<file path="src/rtl/wb_conbus_arb.sv">
// Wishbone interconnect from the two LM32 masters (I/D) to NUM_SLAVES slaves: top-bit address
// decode, round-robin or fixed-priority arbitration, unmapped-address error and a stall watchdog.
module wb_conbus_arb #(
  parameter int                             NUM_SLAVES  = 8,
  parameter int                             S_ADDR_W    = 4,
  parameter logic [NUM_SLAVES*S_ADDR_W-1:0] SLAVE_ADDRS = 32'h8765_4320,
  parameter bit                             ARB_RR      = 1'b1,
  parameter int                             TIMEOUT     = 255
) (
  input  logic                       clk,
  input  logic                       rst,
  input  logic [31:0]                m0_adr_i,
  input  logic [31:0]                m0_dat_i,
  output logic [31:0]                m0_dat_o,
  input  logic [3:0]                 m0_sel_i,
  input  logic                       m0_we_i,
  input  logic                       m0_cyc_i,
  input  logic                       m0_stb_i,
  output logic                       m0_ack_o,
  output logic                       m0_err_o,
  input  logic [31:0]                m1_adr_i,
  input  logic [31:0]                m1_dat_i,
  output logic [31:0]                m1_dat_o,
  input  logic [3:0]                 m1_sel_i,
  input  logic                       m1_we_i,
  input  logic                       m1_cyc_i,
  input  logic                       m1_stb_i,
  output logic                       m1_ack_o,
  output logic                       m1_err_o,
  output logic [31:0]                s_adr_o,
  output logic [31:0]                s_dat_o,
  output logic [3:0]                 s_sel_o,
  output logic                       s_we_o,
  output logic [NUM_SLAVES-1:0]      s_cyc_o,
  output logic [NUM_SLAVES-1:0]      s_stb_o,
  input  logic [32*NUM_SLAVES-1:0]   s_dat_i,
  input  logic [NUM_SLAVES-1:0]      s_ack_i
);

  localparam int SW    = (NUM_SLAVES > 1) ? $clog2(NUM_SLAVES) : 1;
  localparam int WD_W  = (TIMEOUT > 1) ? $clog2(TIMEOUT) : 1;
  localparam bit WD_EN = (TIMEOUT != 0);
  localparam logic [WD_W-1:0] WD_LAST = WD_W'(TIMEOUT - 1);

  typedef enum logic [0:0] {
    ST_IDLE = 1'b0,
    ST_BUSY = 1'b1
  } state_t;

  state_t          r_state;
  logic            r_gnt;
  logic            r_last;
  logic [WD_W-1:0] r_wd;
  logic            r_unm_err;

  logic                  w_busy;
  logic                  w_req0;
  logic                  w_req1;
  logic [31:0]           w_adr;
  logic [31:0]           w_wdat;
  logic [3:0]            w_sel;
  logic                  w_we;
  logic                  w_cyc;
  logic                  w_stb;
  logic [NUM_SLAVES-1:0] w_match;
  logic [SW-1:0]         w_idx;
  logic                  w_hit;
  logic                  w_ack;
  logic                  w_to;
  logic                  w_err;
  logic [31:0]           w_rdat;

  assign w_busy = (r_state == ST_BUSY);
  assign w_req0 = m0_cyc_i & m0_stb_i;
  assign w_req1 = m1_cyc_i & m1_stb_i;

  // Granted master's request view; all zero while no grant is held
  always_comb begin
    if (w_busy) begin
      if (r_gnt) begin
        w_adr  = m1_adr_i;
        w_wdat = m1_dat_i;
        w_sel  = m1_sel_i;
        w_we   = m1_we_i;
        w_cyc  = m1_cyc_i;
        w_stb  = m1_stb_i;
      end else begin
        w_adr  = m0_adr_i;
        w_wdat = m0_dat_i;
        w_sel  = m0_sel_i;
        w_we   = m0_we_i;
        w_cyc  = m0_cyc_i;
        w_stb  = m0_stb_i;
      end
    end else begin
      w_adr  = 32'h0000_0000;
      w_wdat = 32'h0000_0000;
      w_sel  = 4'h0;
      w_we   = 1'b0;
      w_cyc  = 1'b0;
      w_stb  = 1'b0;
    end
  end

  genvar gi;
  for (gi = 0; gi < NUM_SLAVES; gi++) begin : g_dec
    assign w_match[gi] = (w_adr[31 -: S_ADDR_W] == SLAVE_ADDRS[gi*S_ADDR_W +: S_ADDR_W]);
  end

  // Priority encode the decode hits; walking downwards lets the lowest index win duplicates
  always_comb begin
    w_idx = '0;
    for (int i = NUM_SLAVES - 1; i >= 0; i--) begin
      w_idx = w_match[i] ? SW'(i) : w_idx;
    end
  end

  assign w_hit  = w_busy & (|w_match);
  assign w_ack  = w_hit & w_stb & s_ack_i[w_idx];
  assign w_rdat = w_hit ? s_dat_i[32*w_idx +: 32] : 32'h0000_0000;
  // A slave ack landing in the expiry cycle beats the watchdog
  assign w_to   = WD_EN & w_hit & w_stb & ~w_ack & (r_wd == WD_LAST);
  assign w_err  = w_busy & (w_to | (r_unm_err & ~w_ack));

  // Shared slave buses plus per-slave cyc/stb, suppressed in the watchdog expiry cycle
  always_comb begin
    s_adr_o = w_adr;
    s_dat_o = w_wdat;
    s_sel_o = w_sel;
    s_we_o  = w_we;
    s_cyc_o = '0;
    s_stb_o = '0;
    if (w_hit & ~w_to) begin
      s_cyc_o[w_idx] = w_cyc;
      s_stb_o[w_idx] = w_stb;
    end else begin
      s_cyc_o = '0;
      s_stb_o = '0;
    end
  end

  assign m0_ack_o = ~r_gnt & w_ack;
  assign m1_ack_o =  r_gnt & w_ack;
  assign m0_err_o = ~r_gnt & w_err;
  assign m1_err_o =  r_gnt & w_err;
  assign m0_dat_o = r_gnt ? 32'h0000_0000 : w_rdat;
  assign m1_dat_o = r_gnt ? w_rdat : 32'h0000_0000;

  // Arbitration FSM, unmapped-error pulse and watchdog counter
  always_ff @(posedge clk) begin
    if (!rst) begin
      r_state   <= ST_IDLE;
      r_gnt     <= 1'b0;
      r_last    <= 1'b1;
      r_wd      <= '0;
      r_unm_err <= 1'b0;
    end else begin
      case (r_state)
        ST_IDLE: begin
          r_wd      <= '0;
          r_unm_err <= 1'b0;
          if (w_req0 & w_req1) begin
            r_gnt   <= ARB_RR ? ~r_last : 1'b0;
            r_state <= ST_BUSY;
          end else if (w_req0) begin
            r_gnt   <= 1'b0;
            r_state <= ST_BUSY;
          end else if (w_req1) begin
            r_gnt   <= 1'b1;
            r_state <= ST_BUSY;
          end else begin
            r_state <= ST_IDLE;
          end
        end
        ST_BUSY: begin
          if (!w_cyc) begin
            r_state   <= ST_IDLE;
            r_last    <= r_gnt;
            r_wd      <= '0;
            r_unm_err <= 1'b0;
          end else begin
            // Unmapped strobe: one err cycle, then re-armed if the master keeps strobing
            r_unm_err <= w_stb & ~w_hit & ~r_unm_err;
            if (!w_stb || !w_hit || w_ack || w_err) begin
              r_wd <= '0;
            end else begin
              r_wd <= r_wd + WD_W'(1);
            end
          end
        end
        default: begin
          r_state <= ST_IDLE;
        end
      endcase
    end
  end

endmodule

</file>
<file path="config.mk">
export PLATFORM = sky130hd
export DESIGN_NAME = wb_conbus_arb
export DESIGN_NICKNAME = d
export VERILOG_FILES = /design/src/rtl/wb_conbus_arb.sv
export SDC_FILE = /design/constraint.sdc
export NUM_CORES = 1
export LEC_CHECK = 0
export CAP_MARGIN = 25
export CORE_AREA = 2 2 216 218
export CTS_CLUSTER_DIAMETER = 80
export CTS_CLUSTER_SIZE = 40
export DETAILED_ROUTE_END_ITERATION = 6
export DIE_AREA = 0 0 218 220
export PLACE_DENSITY_LB_ADDON = 0.12
export SYNTH_ARGS = -nofsm -noshare
export SYNTH_HDL_FRONTEND = slang
export SYNTH_SLANG_ARGS = --single-unit
</file>
<file path="constraint.sdc">
create_clock -name clk -period 11.25 [get_ports clk]
set_clock_uncertainty 0.2 [all_clocks]
set_input_delay 3.375 -clock clk [delete_from_list [all_inputs] [get_ports clk]]
set_output_delay 3.375 -clock clk [all_outputs]
set_load 0.02 [all_outputs]
</file>
* Yosys cells after proc, flatten, opt, wreduce, memory -nomap -nowiden
Cells that the tools add are included.
** Storage, ports and cells
- Output and inout bits :: 153
- Register bits after elaboration :: 12
- Logic and storage cells :: 98
** Cells by class
- Reduce and logical (&&, ||, !) cells :: 11
- Eq/ne operators :: 8
- $lt $le $gt $ge :: 2
- Mux-type cells :: 42
- $add $sub $neg :: 1
- Bitwise logic cells :: 28
- Shift-type cells :: 1
** Operators with widths (count)
- 256-bit by 9-bit variable part select with 32-bit output :: 1
- 32-bit two-way mux :: 7
- 8-bit two-way mux :: 4
- 3-bit two-way mux :: 8
- 1-bit bitwise AND :: 17
- 8-bit bitwise AND :: 2
- 4-bit by 3-bit equality test with 1-bit output (second input constant) :: 4
- 1-bit two-way mux :: 16
- 8-bit case mux with 2 select lines :: 1
- 8-bit by 1-bit adder with 8-bit output (second input constant) :: 1
- 4-bit by 2-bit equality test with 1-bit output (second input constant) :: 2
- 8-bit equality test (second input constant) :: 1
- 4-bit two-way mux :: 2
- 1-bit inverter :: 8
- 8-bit OR reduction :: 1
- 4-bit equality test (second input constant) :: 1
- 4-bit zero test :: 1
- 3-bit by 4-bit < comparator with 1-bit output (second input constant) :: 1
- 1-bit case mux with 2 select lines :: 2
- 2-bit AND reduction :: 2
- 1-bit binary-select mux with 3-bit select :: 1
- 1-bit demux with 3-bit select :: 1
- 3-bit by 1-bit >= comparator with 1-bit output (second input constant) :: 1
- 1-bit logical OR :: 3
- other kinds (4) :: 5

* Depth between registers and ports, before layout
- Word-level depth :: 23
- Gate-level depth with buffers :: 11

* Least setup slack after synthesis
OpenSTA, ideal clock, no wires.
- Kind :: input to output
- Start point :: in m0_adr_i[31]
- End point :: out m0_err_o
- Buffers on the path :: 1
- Cell stages on the path :: 8
- Setup slack :: 1992 ps
- Required time :: 7675 ps
- Arrival time :: 5683 ps
- Cell sequence :: clkbuf_2 -> mux2_4 -> nand2_2 -> inv_2 -> a32oi_1 -> o211ai_1 -> o21a_1 -> a2111oi_0
** Between the ends
- Longest elaborated chain between the ends :: 20
** RTL lines
- start: declaration :: line 12 : input logic [31:0] m0_adr_i,
- 32-bit two-way mux (*) :: line 80 : if (r_gnt) begin
- 32-bit two-way mux (*) :: line 79 : if (w_busy) begin
- 4-bit equality test :: line 107 : assign w_match[gi] = (w_adr[31 -: S_ADDR_W] == SLAVE_ADDRS[gi*S_ADDR_W +: S_ADDR_W]);
- 3-bit two-way mux (8 in a row) :: line 114 : w_idx = w_match[i] ? SW'(i) : w_idx;
- 1-bit binary-select mux with 3-bit select :: line 119 : assign w_ack = w_hit & w_stb & s_ack_i[w_idx];
- 1-bit two-way mux (implied by the code) :: line 119
- 1-bit bitwise AND :: line 119
- 1-bit inverter :: line 122, 123
- 1-bit bitwise AND (2 in a row) :: line 122 : assign w_to = WD_EN & w_hit & w_stb & ~w_ack & (r_wd == WD_LAST);
- 1-bit OR (*) :: line 123 : assign w_err = w_busy & (w_to | (r_unm_err & ~w_ack));
- 1-bit bitwise AND (*) :: line 123
- 1-bit bitwise AND (*) :: line 144 : assign m0_err_o = ~r_gnt & w_err;
- end: declaration :: line 20 : output logic m0_err_o,
Every way passes the cells marked *; elsewhere a longest branch is shown, timed or not. The select of a mux whose other input is x is not followed.

* Final worst setup path
- Start point :: in m1_adr_i[31]
- End point :: out s_cyc_o[0]
** Between the ends
- Longest elaborated chain between the ends :: 20
** RTL lines
- start: declaration :: line 21 : input logic [31:0] m1_adr_i,
- 32-bit two-way mux (*) :: line 80
- 32-bit two-way mux (*) :: line 79
- 4-bit equality test :: line 107
- 3-bit two-way mux (8 in a row) :: line 114
- 1-bit binary-select mux with 3-bit select :: line 119
- 1-bit two-way mux (implied by the code) :: line 119
- 1-bit bitwise AND :: line 119
- 1-bit inverter :: line 122
- 1-bit bitwise AND (2 in a row) :: line 122
- 1-bit inverter :: line 133 : if (w_hit & ~w_to) begin
- 1-bit bitwise AND :: line 133
- 8-bit two-way mux (*) :: line 133
- end: declaration :: line 34 : output logic [NUM_SLAVES-1:0] s_cyc_o,
Marked as above.

==> metrics <==
worst r2r dst=r_wd[6]$_SDFF_PP0_; DIE HEIGHT=220 um; HP Class=flip-flop to flip-flop; Worst slew margin=33.9%; Vias/cell=4.54; status=complete, no violations; fin. max-slew vios=0; CTS tree=done; Synth Warn #=0; via count=8893; fill count=5150; pre-CTS setup slack=622 ps; TritonCTS Sinks=12; initial antenna violation count=16; Pre-antenna DRT Iters=7; Synth Cell Area=5430 sq um; number of synthesized register bits=12; final hold violations=0; Reg-to-Reg Start=r_gnt$_SDFFE_PN0P_; pin slew with the least headroom to its limit=991 ps; final wirelength=50.1 mm; critical path arrival=7060 ps; row count=79; area occupied by multi-input gates=4750 sq um; Pwr Density=49.6 nW/um^2; core area=45900 sq um; Worst Hold End=r_wd[0]$_SDFF_PP0_; Clock H-tree levels=1; HPWL Detailed=42.4 mm; Max Cap Viol=0; post-synthesis sequential area ratio=4.42%; vias in the first global route=9152; Root Buffer=clkbuf_16; final setup fails=0; Max clock buf depth=2; drt initial violations=544; Resized cells post-CTS=0; most frequent cells in the layout=clkdlybuf4s50_1, nor2_1, mux2i_1; Hold Path Origin=r_wd[0]$_SDFF_PP0_; layout cells sized above 1=7.03%; Synth cell types=84; CP Class=input port to output port; RD Place Congestion=0.885; die width=218 um; ys flop type=dfxtp_1; Required @ worst endpoint=7680 ps; final net count=1748; most common cell after layout, fill and taps aside=clkdlybuf4s50_1; Reg clk slew, reported paths=40 ps; Tmin final=10630 ps; total CTS buffers=3; Layout Cells excl Fill=1960; Max Fclk=0.0940 GHz; VDD IR max=68.3 uV; first-pass GRT wire length=67.9 mm; cell depth of the worst flop-to-flop path=8; Congestion Overflow GR=0; cell taking the most area after synthesis=mux2i_1; Seq. cell area=245 sq um; port bufs=560; Post-synth ARST share=0%; CP Capture Type=output port; placed cell count=1940; Area Overhead vs Synth=118%; Syn Nets=1235; number of synthesized flops with an enable pin=0; Leak=0.00394 uW; worst hold slack=349 ps; post-layout util=25.9%; Max Fanout on Critical Path=17; fin worst setup slack=617 ps; Avg Inst Size Synth=6.58 sq um; largest net degree at the start of global routing=72; share of the synthesized area in the top cell type=12.3%; FF-to-FF setup slack=7320 ps; hold_buf cts=0; CP startpoint=m1_adr_i[31]; cell count of the worst hold path=1; period utilisation layout=94.5%; CP Launch Type=input port; Setup Buffers After CTS=0; post-route antenna net violation count=0; die area=48000 sq um; initial core utilization=11.8%; synth top area cells=mux2i_1, nor2_1, o21ai_0; WL/cell=25.5 um; # IOs=561; DRC errors left=0; Worst-Skew Late Latency=240 ps; setup TNS=0 ps; Total GRT Usage=19.7%; RSZ-0062 raised after global routing=no; cells after synthesis=825
-- registers in the layout, summed over array words and instances, names as in the netlist --
| register | cells |
|---|---|
| r_wd | 8 |
| r_gnt | 1 |
| r_state | 1 |
| r_unm_err | 1 |
| r_last | 1 |
-- final cells by class --
type	count	share of cell area [%]
diodes	16	0.338
clock buffers	4	0.749
inverters	11	0.359
multi-input cells	709	40.0
flip-flops and latches	12	2.07
well taps	607	6.40
repair buffers	601	50.1
-- worst max path at each step --
stage                        end  cells after the start
finish                s_cyc_o[0]                     11
global route          s_cyc_o[0]                     11
CTS                   s_cyc_o[0]                     11
detailed placement  m0_dat_o[31]                      8
global placement      s_cyc_o[0]                     11
floorplan               m0_err_o                      8
-- Yosys cell counts (all sizes together), types with 6 or more instances --
cell type  instances
nand2b             6
buf               55
nor4               9
nand3             32
inv               11
a222oi            15
o211ai            19
or2               15
nand2             30
dfxtp             12
a21oi             35
and2              51
o22ai             26
nor3              21
clkbuf            38
nor2             129
o21ai             68
a2111oi           18
a22o              27
a221oi            12
mux2i             70
a22oi             29
a211oi            17
-- through the flow --
| stage | total power, uW | cell area, sq um |
|---|---|---|
| after CTS | 597 | 11800 |
| final | 589 | 11900 |
| after detailed placement | 522 | 11700 |
| after floorplan | 243 | 5430 |
| after global routing | 626 | 11800 |
| after global placement | 523 | 11700 |
-- cell families (layout without fill, tap and decap cells) --
family,count (synthesis),in the layout,synth area share [%]
AND/OR/NAND/NOR,322,322,30.8
AO/OA/AOI/OAI,303,303,39.8
buffers and inverters,104,616,9.01
multiplexers,74,74,14.2
flip-flops,12,12,4.42
XOR/XNOR,8,8,1.29
adder cells (fa/ha/maj),2,2,0.461
other,0,16,0
-- worst max-delay path: stages --
cell and delay, ps:
clkdlybuf4s50_1 690, mux2_4 410, nand2_2 200, inv_2 190
buf_4 240, a32oi_1 160, o211ai_1 360, nor3_2 80
buf_4 210, nor3_1 410, clkdlybuf4s50_1 730
-- report_power, final --
part	total [uW]	switching [uW]	internal [uW]
Combinational	465	220	244
Sequential	51.2	7.48	43.8
Clock	72.8	19.0	53.7
-- per-layer routing --
layer	GRT usage, %	share of wire (%)	vias up
met5	0	0.076	-
met4	6.73	2.6	4
met3	5.59	8.4	46
met2	36.6	51	453
met1	21.2	38	4194
li1	-	-	4196
(Power assumes the default switching activity.)
